`config.mk`:
```
export PLATFORM = sky130hd
export DESIGN_NAME = divider
export DESIGN_NICKNAME = d
export VERILOG_FILES = /design/src/rtl/divider.sv
export SDC_FILE = /design/constraint.sdc
export NUM_CORES = 1
export LEC_CHECK = 0
export CAP_MARGIN = 10
export CORE_ASPECT_RATIO = 0.9
export CORE_UTILIZATION = 40
export DETAILED_ROUTE_END_ITERATION = 6
export SYNTH_ARGS = -nofsm -noshare
export SYNTH_HDL_FRONTEND = slang
export SYNTH_SLANG_ARGS = --single-unit
export TNS_END_PERCENT = 10
```
`constraint.sdc`:
```
create_clock -name clk_i -period 3.2 [get_ports clk_i]
set_input_delay 0.64 -clock clk_i [delete_from_list [all_inputs] [get_ports clk_i]]
set_output_delay 0.64 -clock clk_i [all_outputs]
set_load 0.1 [all_outputs]
```
`src/rtl/divider.sv`:
```
// ----------------------------------------------------------------------------
// divider
//
// Sequential unsigned integer divider using a restoring shift-subtract
// algorithm, one quotient bit per clock. Operands arrive on a valid/ready
// handshake. The result is held on a second valid/ready handshake until
// downstream consumes it. A zero divisor skips the iteration and returns
// quotient = all ones, remainder = dividend, with div_by_zero_o set.
//
// Parameters
//   width_p        operand / quotient / remainder width (>= 2)
//
// Ports
//   clk_i          clock, rising edge
//   reset_n_i      asynchronous active-low reset
//   valid_i        operand pair on dividend_i / divisor_i is valid
//   ready_o        divider is idle and can accept an operand pair
//   dividend_i     unsigned dividend
//   divisor_i      unsigned divisor
//   valid_o        quotient_o / remainder_o / div_by_zero_o are valid
//   ready_i        downstream consumes the result
//   quotient_o     unsigned quotient
//   remainder_o    unsigned remainder
//   div_by_zero_o  result came from a zero divisor
// ----------------------------------------------------------------------------
module divider #(
    parameter int width_p = 16
) (
    input  logic               clk_i,
    input  logic               reset_n_i,
    input  logic               valid_i,
    output logic               ready_o,
    input  logic [width_p-1:0] dividend_i,
    input  logic [width_p-1:0] divisor_i,
    output logic               valid_o,
    input  logic               ready_i,
    output logic [width_p-1:0] quotient_o,
    output logic [width_p-1:0] remainder_o,
    output logic               div_by_zero_o
);

    localparam int count_w = $clog2(width_p + 1);

    typedef enum logic [1:0] {
        IDLE,
        BUSY,
        DONE
    } state_t;

    state_t               state_q;
    state_t               state_d;

    // quot_q starts out holding the dividend; each iteration shifts its MSB
    // out into the trial value and shifts a quotient bit in at the LSB, so
    // after width_p iterations it holds the complete quotient.
    logic [width_p-1:0]   quot_q;
    logic [width_p-1:0]   rem_q;
    logic [width_p-1:0]   divisor_q;
    logic [count_w-1:0]   count_q;
    logic                 dbz_q;

    logic [width_p:0]     trial;
    logic [width_p-1:0]   diff;
    logic                 trial_ge;
    logic                 last_iter;

    // Trial value is one bit wider than the operands so the shifted
    // remainder can never overflow. The true difference always fits in
    // width_p bits whenever it is used, because remainder < divisor.
    assign trial     = {rem_q, quot_q[width_p-1]};
    assign trial_ge  = (trial >= {1'b0, divisor_q});
    assign diff      = trial[width_p-1:0] - divisor_q;
    assign last_iter = (count_q == count_w'(1));

    // State register.
    always_ff @(posedge clk_i or negedge reset_n_i) begin
        if (!reset_n_i) begin
            state_q <= IDLE;
        end else begin
            state_q <= state_d;
        end
    end

    // Next-state logic. A zero divisor jumps straight to DONE. DONE only
    // returns to IDLE, so a new pair can never be taken on the same edge
    // that the result is consumed.
    always_comb begin
        state_d = state_q;
        case (state_q)
            IDLE: begin
                if (valid_i) begin
                    state_d = (divisor_i == '0) ? DONE : BUSY;
                end
            end
            BUSY: begin
                if (last_iter) begin
                    state_d = DONE;
                end
            end
            DONE: begin
                if (ready_i) begin
                    state_d = IDLE;
                end
            end
            default: state_d = IDLE;
        endcase
    end

    // Datapath. Operands are captured only in IDLE, so anything on the
    // input bus during BUSY or DONE is ignored. Registers are left alone
    // in DONE, which keeps the result stable under backpressure.
    always_ff @(posedge clk_i or negedge reset_n_i) begin
        if (!reset_n_i) begin
            quot_q    <= '0;
            rem_q     <= '0;
            divisor_q <= '0;
            count_q   <= '0;
            dbz_q     <= 1'b0;
        end else begin
            case (state_q)
                IDLE: begin
                    if (valid_i) begin
                        divisor_q <= divisor_i;
                        count_q   <= count_w'(width_p);
                        if (divisor_i == '0) begin
                            quot_q <= '1;
                            rem_q  <= dividend_i;
                            dbz_q  <= 1'b1;
                        end else begin
                            quot_q <= dividend_i;
                            rem_q  <= '0;
                            dbz_q  <= 1'b0;
                        end
                    end
                end
                BUSY: begin
                    quot_q  <= {quot_q[width_p-2:0], trial_ge};
                    rem_q   <= trial_ge ? diff : trial[width_p-1:0];
                    count_q <= count_q - count_w'(1);
                end
                default: begin
                end
            endcase
        end
    end

    // ready_o is gated by reset so it reads 0 while reset is held.
    assign ready_o       = (state_q == IDLE) && reset_n_i;
    assign valid_o       = (state_q == DONE);
    assign quotient_o    = quot_q;
    assign remainder_o   = rem_q;
    assign div_by_zero_o = dbz_q;

endmodule
```
==> impl_results.md <==
- Status: finished, final reports clean
- Reg-to-reg critical path endpoint: remainder_o[3]
- Sink of the worst hold path: div_by_zero_o
- Starting density of the core: 41.0%
- R2R depth: 7
- Met3 track demand over resource: 3.48%
- Critical-path cell list: ha_1, a21oi_1, nor2b_1, o21ai_1, and3_1, a2111oi_2, a311o_1
- Antenna violations before repair: 0
- CP Buf/Inv Count: 0
- Fraction of post-synthesis cell area in the top cell type by area: 37.6%
- Number of buffers inserted during clock tree synthesis: 5
- Total length of routed wires: 10500 um
- Category of cells accounting for the largest share of critical-path delay: compound AO/OA/AOI/OAI gates
- Commonest cells after routing, fill and taps aside: dfrtp_1 (56), nand2_1 (42), buf_4 (42)
- Max Root-Sink Buffers: 2
- Ratio of cells with drive above 1 in the final layout: 13.1%
- Antenna Nets Post-Route: 0
- Residual DRC count: 0
- Type of the worst setup path: reg2reg
- TritonCTS clock tree: built
- Number of design-rule violations left by the first detailed-router iteration: 199
- Most congested layer reported by global routing: met2
- Post-CTS setup-driven buffer insertion count: 0
- Number of max-cap violations: 0
- Diode count: 0
- Total count of max-transition violations in the final report: 0
- Crit-path max FO: 18
- Final worst-path cycle share: 87.9%
- Cell type contributing the most total cell area after synthesis: dfrtp_1
- Achievable Freq: 356 MHz
- Number of cells on the worst hold path: 1
- Wire length of the first global-routing pass: 17100 um
- Met1 Use GR: 31.4%
- Startpoint of the worst-slack reg-to-reg timing path: remainder_o[9]
- Slew at the pin with the worst max-slew slack: 796 ps
- Share of synthesized area spent on multiplexers: 0%
- Net count after synthesis: 483
- Post-synth cell types: 62
- Relative slew slack: 46.9%
- Worst Skew: 9.91 ps
- Global routing usage summed across all routing layers: 22.1%
- Global routing usage on met2: 34.9%
- Post-synthesis async set-or-reset flop share: 100%
- Setup slack after layout: 387 ps
- Depth of the CTS H-tree: 2
- Primary FF master, synth: dfrtp_1
- Area overhead of the layout relative to synthesis: 21.9%
- DR WL/cell: 17.2 um
- Syn_area_per_cell: 8.71 um^2
- Data arrival time of the critical path: 3020 ps
- Die area: 9710 um^2
- Final critical delay including setup and external delays: 2810 ps
- Post-Place Worst Slack: 458 ps
- Netlist Area Pre-Place: 3730 um^2
- Vias after detailed routing: 3521
- Clock latency on the worst-skew pair: 320 ps
- Post-CTS Hold Buffers: 0
- Delay contributed by the slowest stage of the critical path: 710 ps
- Number of cells produced by synthesis: 428
- Die width: 104 um
- Top cells by area, synth: dfrtp_1 (38%), ha_1 (6.0%), o31ai_1 (5.0%)
- Floorplan core area: 9080 um^2
- Register-to-register setup slack: 390 ps
- Last weighted congestion value of the routability-driven placer: 0.830
- Total Neg Setup Slack: 0 ps
- Total of endpoints with negative setup slack in the final report: 0
- Xor-xnor portion of the synthesized cell area: 1.88%
- Hold Path Class: reg2reg
- Largest net degree at the start of global routing: 57
- Dominant combinational cell family by area after synthesis: compound AO/OA/AOI/OAI gates
- Crit path launch type: flip-flop
- Clock tree root driver cell: clkbuf_8
- Total of buffers placed on input and output ports: 70
- RSZ-0062 raised after global routing: no
- Most common cell after layout, fill and taps aside: dfrtp_1
- Final net count: 541
- Simple-gate portion of the synthesized area: 20.4%
- Row count: 33
- Post-synthesis share of cell area spent on full adders, half adders and majority gates: 6.58%
- IO Count: 71
- Half-perimeter wire length after detailed placement: 7690 um
- Critical Path End Type: flip-flop
- Share of the yosys chip area belonging to registers: 37.6%
- Per-cell via count in the routed design: 5.78
- Synthesized flop and latch total: 56
- Clock transition at the registers of the reported paths: 110 ps
- Final hold violation count: 0
- Number of detailed-route iterations in the first pass: 5
- Complex-gate fraction of the synthesized area: 28.2%
- Remaining global-route overflow: 0
- Number of synthesis warnings: 0
- Min-Delay Startpoint: div_by_zero_o
- Data required time at the worst endpoint: 3410 ps
- EDFF count, synth: 0
- Gates resized, CTS repair: 0
- Clock sinks: 56
- Vias in the first global route: 3247
- Critical Path Slowest Stage Cell: and3_1
- Height of the die: 93.6 um
[metrics by stage]
step	hold WS (ps)	instances	util, %	area (um^2)
3_3_place_gp	471	601	49.0	4450
2_1_floorplan	344	428	-	3730
5_1_grt	534	609	50.0	4550
4_1_cts	493	609	50.0	4550
3_5_place_dp	467	601	49.0	4450
6_report	492	609	50.0	4550
[cell families (layout without fill, tap and decap cells)]
| logic type | count (synthesis) | count (layout) |
|---|---|---|
| AOI/OAI and AO/OA | 141 | 141 |
| xor gates and xnor gates | 8 | 8 |
| adders and majority gates | 19 | 19 |
| buffers and inverters | 50 | 109 |
| DFF | 56 | 56 |
| and+or+nand+nor | 154 | 154 |
[routing by layer]
metal  part of all wire (%)  vias to the layer above
met5                      0                        -
met2                     46                       99
met1                     48                     1697
met3                    4.8                       13
li1                       -                     1712
met4                    1.5                        0
[worst max-delay path by stage]
stage	cells after the start	to	start
floorplan	7	remainder_o[3]	remainder_o[0]
global placement	6	quotient_o[15]	divisor_i[1]
detailed placement	6	quotient_o[15]	divisor_i[1]
CTS	7	remainder_o[3]	remainder_o[9]
global route	7	remainder_o[3]	remainder_o[9]
finish	7	remainder_o[3]	remainder_o[9]
[state kept, by name (all words and copies together), names as in the netlist]
name / count
divisor_q: 16
quotient_o: 16
remainder_o: 16
div_by_zero_o: 1
count_q: 5
state_q: 2
[cells in the mapped netlist, types with 3 or more instances]
cell type,n
nor2b_1,5
nor4_1,7
a311o_1,4
inv_1,23
buf_2,5
nor2_1,36
a2111oi_2,3
a21oi_1,13
a22o_1,10
ha_1,18
o21a_1,6
xnor2_1,6
and2_1,3
nand4_1,7
nor3_1,26
o21ai_0,34
a211oi_1,6
o211ai_1,3
clkbuf_1,20
nand3_1,7
nand2_1,42
a22oi_1,5
a31oi_1,3
dfrtp_1,56
a41oi_1,6
o31ai_1,25
nand3b_1,3
[area by class of cell]
class / instances / area [um^2]
clock inverters: 2 / 13.8
well taps: 122 / 153
fillers: 889 / 4540
multi-input cells: 322 / 2130
flip-flops and latches: 56 / 1400
repair buffers: 78 / 681
clock buffers: 6 / 82.6
inverters: 23 / 86.3
[worst reg2reg max path, cell delays in order, from the launching register on]
cell and delay (ps):
dfrtp_1 470, ha_1 520, a21oi_1 220, nor2b_1 60
o21ai_1 190, and3_1 710, a2111oi_2 180, a311o_1 360
Power is left out: the tool's default activity adds up to more than one toggle a clock period on the data nets, which glitch-free logic cannot reach.
